==> src/rtl/dmem_arbiter.sv <==
// Data-memory port arbiter: core (A) has zero-wait priority, secondary master (B) gets req/gnt
// with a starvation escape and capped locked bursts. Define DMEM_ARB_RR_EN for round-robin A_OWN.
module dmem_arbiter #(
  parameter int AW         = 32,
  parameter int DW         = 32,
  parameter int STARVE_MAX = 8
) (
  input  logic          clk,
  input  logic          rst_n,
  input  logic          a_req,
  input  logic          a_we,
  input  logic [AW-1:0] a_addr,
  input  logic [DW-1:0] a_wd,
  output logic          a_gnt,
  output logic [DW-1:0] a_rd,
  input  logic          b_req,
  input  logic          b_lock,
  input  logic          b_we,
  input  logic [AW-1:0] b_addr,
  input  logic [DW-1:0] b_wd,
  output logic          b_gnt,
  output logic [DW-1:0] b_rd,
  output logic          b_rvalid,
  output logic          m_we,
  output logic [AW-1:0] m_addr,
  output logic [DW-1:0] m_wd,
  input  logic [DW-1:0] m_rd
);

  localparam int            CW      = $clog2(STARVE_MAX + 1);
  localparam logic [CW-1:0] C_ONE   = CW'(1);
  localparam logic [CW-1:0] C_MAX   = CW'(STARVE_MAX);
  // A one-cycle burst cap means the granting cycle is already the whole burst.
  localparam bit            LOCK_OK = (STARVE_MAX > 1);

  typedef enum logic [1:0] {
    A_OWN   = 2'd0,
    FORCE_B = 2'd1,
    B_OWN   = 2'd2
  } state_t;

  state_t        r_state;
  state_t        w_state_nxt;
  logic [CW-1:0] r_starve_cnt;
  logic [CW-1:0] w_starve_nxt;
  logic [CW-1:0] r_burst_cnt;
  logic [CW-1:0] w_burst_nxt;
  logic [CW-1:0] w_burst_inc;
  logic          w_a_gnt;
  logic          w_b_gnt;
  logic          w_a_first;
  logic          w_b_read;
  logic [DW-1:0] r_b_rd;
  logic          r_b_rvalid;

`ifdef DMEM_ARB_RR_EN
  logic          r_last_b;

  // When both contend in A_OWN, the port that did not win last time goes first.
  assign w_a_first = r_last_b;

  always_ff @(posedge clk) begin
    if (!rst_n) begin
      r_last_b <= 1'b1;
    end else if (w_a_gnt) begin
      r_last_b <= 1'b0;
    end else if (w_b_gnt) begin
      r_last_b <= 1'b1;
    end
  end
`else
  localparam logic [CW-1:0] C_MAX_M1 = CW'(STARVE_MAX - 1);

  assign w_a_first = 1'b1;
`endif

  assign w_burst_inc = r_burst_cnt + C_ONE;

  // NOTE: every signal gets a default at the top of the block so no path leaves it unassigned,
  // which would otherwise infer a latch.
  always_comb begin
    w_a_gnt      = 1'b0;
    w_b_gnt      = 1'b0;
    w_state_nxt  = r_state;
    w_starve_nxt = r_starve_cnt;
    w_burst_nxt  = r_burst_cnt;
    if (rst_n) begin
      case (r_state)
        A_OWN: begin
          w_a_gnt     = a_req & (w_a_first | ~b_req);
          w_b_gnt     = b_req & ~w_a_gnt;
          w_burst_nxt = '0;
          if (w_b_gnt) begin
            w_starve_nxt = '0;
            if (b_lock && LOCK_OK) begin
              w_state_nxt = B_OWN;
              w_burst_nxt = C_ONE;
            end
          end else if (b_req) begin
`ifndef DMEM_ARB_RR_EN
            if (r_starve_cnt == C_MAX_M1) begin
              w_state_nxt = FORCE_B;
            end
            if (r_starve_cnt != C_MAX) begin
              w_starve_nxt = r_starve_cnt + C_ONE;
            end
`endif
          end
        end

        FORCE_B: begin
          w_state_nxt  = A_OWN;
          w_starve_nxt = '0;
          w_burst_nxt  = '0;
          if (b_req) begin
            w_b_gnt = 1'b1;
            if (b_lock && LOCK_OK) begin
              w_state_nxt = B_OWN;
              w_burst_nxt = C_ONE;
            end
          end else begin
            w_a_gnt = a_req;
          end
        end

        B_OWN: begin
          w_state_nxt  = A_OWN;
          w_starve_nxt = '0;
          w_burst_nxt  = '0;
          if (b_req) begin
            w_b_gnt = 1'b1;
            // The cap counts the entry grant, so a burst is at most STARVE_MAX B cycles.
            if (b_lock && (w_burst_inc < C_MAX)) begin
              w_state_nxt = B_OWN;
              w_burst_nxt = w_burst_inc;
            end
          end else begin
            w_a_gnt = a_req;
          end
        end

        default: begin
          w_state_nxt  = A_OWN;
          w_starve_nxt = '0;
          w_burst_nxt  = '0;
        end
      endcase
    end
  end

  assign w_b_read = w_b_gnt & ~b_we;

  // NOTE: clocked state uses non-blocking assignments so every register samples pre-edge values.
  always_ff @(posedge clk) begin
    if (!rst_n) begin
      r_state      <= A_OWN;
      r_starve_cnt <= '0;
      r_burst_cnt  <= '0;
      r_b_rd       <= '0;
      r_b_rvalid   <= 1'b0;
    end else begin
      r_state      <= w_state_nxt;
      r_starve_cnt <= w_starve_nxt;
      r_burst_cnt  <= w_burst_nxt;
      r_b_rvalid   <= w_b_read;
      if (w_b_read) begin
        r_b_rd <= m_rd;
      end
    end
  end

  // Idle memory cycles present the core address so a_rd tracks it without waiting for a grant.
  assign m_we     = (w_a_gnt & a_we) | (w_b_gnt & b_we);
  assign m_addr   = w_b_gnt ? b_addr : a_addr;
  assign m_wd     = w_b_gnt ? b_wd : a_wd;
  assign a_rd     = m_rd;
  assign a_gnt    = w_a_gnt;
  assign b_gnt    = w_b_gnt;
  assign b_rd     = r_b_rd;
  assign b_rvalid = r_b_rvalid;

  a_grants_exclusive: assert property (@(posedge clk) !(a_gnt && b_gnt));
  a_no_write_in_reset: assert property (@(posedge clk) !rst_n |-> !m_we);

endmodule
==> config.mk <==
export PLATFORM = sky130hd
export DESIGN_NAME = dmem_arbiter
export DESIGN_NICKNAME = d
export VERILOG_FILES = /design/src/rtl/dmem_arbiter.sv
export SDC_FILE = /design/constraint.sdc
export NUM_CORES = 1
export LEC_CHECK = 0
export ABC_AREA = 1
export BUFFER_PORTS_ARGS = -buffer_cell sky130_fd_sc_hd__buf_2
export CAP_MARGIN = 20
export CORE_AREA = 2 2 115 117
export CTS_BUF_LIST = sky130_fd_sc_hd__clkbuf_2 sky130_fd_sc_hd__clkbuf_4 sky130_fd_sc_hd__clkbuf_8
export DETAILED_ROUTE_END_ITERATION = 12
export DIE_AREA = 0 0 117 119
export SYNTH_ARGS = -nofsm -noshare
export SYNTH_HDL_FRONTEND = slang
export SYNTH_SLANG_ARGS = --single-unit
==> constraint.sdc <==
create_clock -name clk -period 3.9 [get_ports clk]
set_clock_uncertainty 0.15 [all_clocks]
set_input_delay 0.975 -clock clk [delete_from_list [all_inputs] [get_ports clk]]
set_output_delay 0.975 -clock clk [all_outputs]
set_load 0.01 [all_outputs]
## Word-level counts from Yosys, hierarchy flattened

Index checks and enable logic that the tools add are counted.

- Bits in registers: 43
- Input bits: 167
- Output and inout bits: 132
- Logic and storage cells: 53

- $add $sub $neg: 2
- $lt $le $gt $ge: 1
- Eq/ne operators: 7
- Multiplexer cells: 23
- Bitwise gates (word level): 9
- Reductions and logical operators: 6

Operators with widths:

| kind | number |
|---|---|
| two-way mux 32 bit | 2 |
| two-way mux 2 bit | 8 |
| two-way mux 4 bit | 3 |
| case mux 4 bit (3 select lines) | 1 |
| != test 3 bit, second input constant | 3 |
| adder 4 x 1 -> 4 bit, second input constant | 2 |
| two-way mux 1 bit | 6 |
| case mux 2 bit (3 select lines) | 1 |
| AND 1 bit | 4 |
| equality test 4 x 3 -> 1 bit, second input constant | 1 |
| < comparator 4 bit, second input constant | 1 |
| != test 4 bit, second input constant | 1 |
| NOT 1 bit | 4 |
| case mux 1 bit (2 select lines) | 2 |
| AND reduction 3 bit | 1 |
| OR reduction 3 bit | 1 |
| equality test 2 x 1 -> 1 bit, second input constant | 1 |
| equality test 2 bit, second input constant | 1 |
| zero test 2 bit | 1 |
| AND reduction 2 bit | 1 |
| OR reduction 2 bit | 1 |
| logical AND 1 bit | 1 |
| OR 1 bit | 1 |

## Longest topological paths before layout

- Depth in word-level cells: 6
- Depth in mapped cells: 10

## Worst setup path before layout

Ideal clock, no wire load.

- Kind: in2out
- From: in b_req
- To: out m_addr[12]
- Arrival time: 1.789 ns
- Required time: 2.775 ns
- Setup slack: 0.986 ns
- Stages on the path: 9
- Buffers on the path: 2
- Cell sequence: inv_2 nor2_2 nand2_1 nand2_2 nand2_2 buf_2 buf_2 nand2_1 nand2_1

- Word-level cells in the longest chain between the ends: 4
- Elaborated cells on any way between the ends: 5

Ends and longest elaborated chain:

| what | line | source |
|---|---|---|
| start, declared | 16 | `input logic b_req,` |
| two-way mux 1 bit or AND 1 bit (tied branches) | 115, 130, 91 |  |
| case mux 1 bit (2 select lines) (*) | 88 | `case (r_state)` |
| two-way mux 1 bit (*) | 87 | `if (rst_n) begin` |
| two-way mux 32 bit (*) | 174 | `assign m_addr = w_b_gnt ? b_addr : a_addr;` |
| end, declared | 25 | `output logic [AW-1:0] m_addr,` |

Every way passes the cells marked *; elsewhere a longest branch is shown, timed or not.

## Final worst setup path

- From: in b_req
- To: out m_addr[20]

Same word-level chain as after synthesis.

==> run_summary.xml <==
<?xml version="1.0" encoding="UTF-8"?>
<metrics>
  <group name="status">
    <metric name="run_status" unit="">complete, no violations</metric>
  </group>
  <group name="placement">
    <metric name="final_estimated_routing_congestion_in_global_placement" unit="">0.878</metric>
    <metric name="portBuffers" unit="">298</metric>
    <metric name="dp_hpwl" unit="um">9330</metric>
    <metric name="dp_cells" unit="">893</metric>
  </group>
  <group name="clocking">
    <metric name="cts.clk_slew.worst_paths" unit="ps">70</metric>
    <metric name="cts.root.buffer_cell" unit="">sky130_fd_sc_hd__clkbuf_8</metric>
    <metric name="cts_hold_buf" unit="">0</metric>
    <metric name="cts.repair_timing.setup_buffer_count" unit="">0</metric>
    <metric name="ctsLongestPathBuffers" unit="">2</metric>
    <metric name="numClockSinks" unit="">43</metric>
    <metric name="h-tree-depth" unit="">2</metric>
    <metric name="clkLatencyLatePin" unit="ps">290</metric>
    <metric name="tritoncts" unit="">built</metric>
    <metric name="cts_made_buffers" unit="">5</metric>
    <metric name="cts_resized" unit="">0</metric>
  </group>
  <group name="global_routing">
    <metric name="grt_overflow" unit="">0</metric>
    <metric name="grt_usage" unit="%">15.0</metric>
    <metric name="vias_in_the_first_global_route" unit="">3340</metric>
    <metric name="antenna_violations_before_repair" unit="">1</metric>
    <metric name="grt_pass1_wl" unit="um">16300</metric>
    <metric name="grt_max_degree" unit="">66</metric>
  </group>
  <group name="finish">
    <metric name="post_route_cells_drive_above_1_share" unit="%">49.0</metric>
    <metric name="final_common_cell" unit="">sky130_fd_sc_hd__buf_2</metric>
    <metric name="stdcell_count" unit="">901</metric>
    <metric name="final_nets" unit="">898</metric>
    <metric name="area_delta_synth_final" unit="%">50.4</metric>
    <metric name="most_frequent_cells_in_the_layout" unit="">298 x sky130_fd_sc_hd__buf_2, 257 x sky130_fd_sc_hd__nand2_1, 43 x sky130_fd_sc_hd__dfxtp_1</metric>
    <metric name="final.fill_count" unit="">1480</metric>
  </group>
  <group name="logic_synthesis">
    <metric name="synth.yosys.warnings" unit="">0</metric>
    <metric name="synth-main-ff-cell" unit="">sky130_fd_sc_hd__dfxtp_1</metric>
    <metric name="synth_nets" unit="">644</metric>
    <metric name="yosysSeqAreaShare" unit="%">29.4</metric>
    <metric name="mappedNetlistArea" unit="um2">2930</metric>
    <metric name="synth_area_leader_cell" unit="">sky130_fd_sc_hd__nand2_1</metric>
    <metric name="netlist.area_leader.share" unit="%">33.0</metric>
    <metric name="flip_flop_and_latch_count_after_synthesis" unit="">43</metric>
    <metric name="synth_enable_flop_cells" unit="">0</metric>
    <metric name="synthArstFlopShare" unit="%">0</metric>
    <metric name="synth.distinct_cells" unit="">25</metric>
    <metric name="synth_cells" unit="">470</metric>
    <metric name="synth.top_cells.by_area" unit="">sky130_fd_sc_hd__nand2_1 33%, sky130_fd_sc_hd__dfxtp_1 29%, sky130_fd_sc_hd__buf_4 9.8%</metric>
    <metric name="syn_area_per_cell" unit="um2">6.22</metric>
  </group>
  <group name="routing">
    <metric name="via_count" unit="">3706</metric>
    <metric name="routed-wl-met2" unit="um">5500</metric>
    <metric name="route.detailed.vias_per_inst" unit="">4.11</metric>
    <metric name="drt-initial-drc-count" unit="">171</metric>
    <metric name="dr.max_layer_used" unit="">met4</metric>
    <metric name="remaining_drc_errors" unit="">0</metric>
    <metric name="avgRoutedWirePerCell" unit="um">12.7</metric>
    <metric name="drt_first_pass_iters" unit="">5</metric>
    <metric name="met3_wirelength" unit="um">1230</metric>
    <metric name="ant_nets" unit="">0</metric>
    <metric name="route.layer.met1.wl" unit="um">4510</metric>
    <metric name="detail_route.wirelength" unit="um">11400</metric>
  </group>
  <group name="critical_path">
    <metric name="setup.reg_to_reg.worst_slack" unit="ps">1470</metric>
    <metric name="worstPathRequired" unit="ps">2770</metric>
    <metric name="critPathTopFamily" unit="">buffers and inverters</metric>
    <metric name="worst_setup_path_start_kind" unit="">input pin</metric>
    <metric name="cp_cell_sequence" unit="">buf_2, inv_2, nor2_2, nand2_1, nand2_2, nand2_2, inv_2, buf_12, nand2_1, nand2_1, buf_2</metric>
    <metric name="worst_path_max_delay_cell" unit="">sky130_fd_sc_hd__buf_12</metric>
    <metric name="worstSetupStartpoint" unit="">b_req</metric>
    <metric name="worstSetupEndpoint" unit="">m_addr[20]</metric>
    <metric name="rr_startpoint" unit="">r_state[1]</metric>
    <metric name="crit_path_max_fanout" unit="">41</metric>
    <metric name="depth_of_the_worst_register_to_register_path" unit="">8</metric>
    <metric name="worst_ep_arrival_time" unit="ps">2280</metric>
    <metric name="crit_type" unit="">in2out</metric>
    <metric name="cp.depth" unit="">11</metric>
    <metric name="r2r_end" unit="">b_rd[23]</metric>
    <metric name="slowest_delay" unit="ps">220</metric>
    <metric name="buf_inv_stages_crit_path" unit="">5</metric>
    <metric name="critPathMostFrequentCell" unit="">sky130_fd_sc_hd__nand2_1</metric>
    <metric name="critPathCaptureType" unit="">primary output</metric>
  </group>
  <group name="timing">
    <metric name="final_min_period_over_clock_period" unit="%">87.3</metric>
    <metric name="unrepaired_setup_endpoints_after_global_routing" unit="">no</metric>
    <metric name="finalCriticalPeriod" unit="ps">3410</metric>
    <metric name="slew-limit-headroom" unit="%">60.1</metric>
    <metric name="setup-violations-final" unit="">0</metric>
    <metric name="slew_violations" unit="">0</metric>
    <metric name="report.final.hold_viol_count" unit="">0</metric>
    <metric name="fin_setup_tns" unit="ps">0</metric>
    <metric name="worstMarginPinSlew" unit="ps">599</metric>
    <metric name="timing.fmax" unit="MHz">294</metric>
  </group>
  <group name="pwr">
    <metric name="worst_ir_drop_vdd" unit="uV">272</metric>
    <metric name="p_per_area" unit="nW/um2">334</metric>
    <metric name="post-layout-total-power" unit="mW">1.47</metric>
    <metric name="power.leakage" unit="nW">2.54</metric>
  </group>
  <group name="run">
    <metric name="maxCapViolCount" unit="">0</metric>
  </group>
  <group name="die">
    <metric name="design.core.area" unit="um2">12900</metric>
    <metric name="die-height" unit="um">119</metric>
    <metric name="placement_rows" unit="">42</metric>
    <metric name="die_area" unit="um2">13900</metric>
    <metric name="ioPinCount" unit="">299</metric>
    <metric name="start_util" unit="%">22.7</metric>
    <metric name="floorplan.die.width" unit="um">117</metric>
  </group>
  <group name="worst_hold_path">
    <metric name="hp-class" unit="">reg2reg</metric>
  </group>
</metrics>
area by class of cell:
type / instances / area (um2) / area share (%)
multi-input cells: 352 / 1610 / 36.5
repair buffers: 302 / 1550 / 35.1
flip-flops and latches: 43 / 861 / 19.6
well taps: 176 / 220 / 5.00
clock buffers: 6 / 82.6 / 1.88
inverters: 20 / 76.3 / 1.73
clock inverters: 1 / 5.00 / 0.114
diodes: 1 / 2.50 / 0.0569
Yosys cell counts (2+ instances only):
cell type	n
sky130_fd_sc_hd__a211oi_1	2
sky130_fd_sc_hd__a21oi_1	17
sky130_fd_sc_hd__a21oi_2	19
sky130_fd_sc_hd__buf_2	8
sky130_fd_sc_hd__buf_4	38
sky130_fd_sc_hd__buf_6	3
sky130_fd_sc_hd__clkbuf_1	6
sky130_fd_sc_hd__dfxtp_1	43
sky130_fd_sc_hd__ha_1	7
sky130_fd_sc_hd__inv_1	16
sky130_fd_sc_hd__inv_2	3
sky130_fd_sc_hd__nand2_1	257
sky130_fd_sc_hd__nand2_2	21
sky130_fd_sc_hd__nand3_1	9
sky130_fd_sc_hd__nor2_1	8
sky130_fd_sc_hd__nor3_1	2
sky130_fd_sc_hd__o21ai_0	3
per-stage QoR:
step / utilization, % / hold slack, ps / area [um2] / worst slack, ps
after floorplan: - / 304 / 2930 / 986
after global placement: 33.5 / 300 / 4310 / 497
after detailed placement: 33.5 / 302 / 4310 / 462
after CTS: 34.2 / 314 / 4400 / 458
after global routing: 34.2 / 332 / 4400 / 328
final: 34.2 / 312 / 4400 / 494
flip-flops by register name, indices dropped and copies added (netlist names):
| register | flops |
|---|---|
| r_state | 2 |
| r_burst_cnt | 4 |
| b_rd | 32 |
| b_rvalid | 1 |
| r_starve_cnt | 4 |
power breakdown:
group	switching, mW	total, mW	internal, mW
Clock	0.148	0.287	0.139
Sequential	0.0156	0.483	0.467
Combinational	0.421	0.699	0.278
cells by family (layout without fill, tap and decap cells):
group,count (synthesis),after routing,share of synthesized area (%)
adders and majority gates,7,7,2.99
xor gates and xnor gates,1,1,0.299
other,1,2,0.128
and+or+nand+nor,301,301,41.6
DFF,43,43,29.4
buffers and inverters,75,329,15.7
AOI/OAI and AO/OA,42,42,9.88
per-layer routing:
layer	up-vias	GRT usage (%)
met2	192	27.7
met4	0	3.90
li1	1909	-
met1	1591	16.8
met5	-	0
met3	14	3.72
worst min path at each step:
stage	startpoint	end	cells past startpoint
floorplan	r_burst_cnt[2]	r_burst_cnt[2]	1
global placement	b_rd[28]	b_rd[28]	2
detailed placement	b_rd[26]	b_rd[26]	2
CTS	b_rd[26]	b_rd[26]	2
global route	b_rd[26]	b_rd[26]	2
finish	b_rd[28]	b_rd[28]	2
worst reg2reg max path: stages (launching register included):
cell and delay [ps]:
sky130_fd_sc_hd__dfxtp_1 370, sky130_fd_sc_hd__inv_1 90, sky130_fd_sc_hd__ha_1 300, sky130_fd_sc_hd__nand2_1 90
sky130_fd_sc_hd__nand2_2 80, sky130_fd_sc_hd__nand3_4 290, sky130_fd_sc_hd__clkinv_2 620, sky130_fd_sc_hd__nand2_1 240
sky130_fd_sc_hd__a21oi_1 80
No activity file was read; power rests on OpenSTA's default activity.
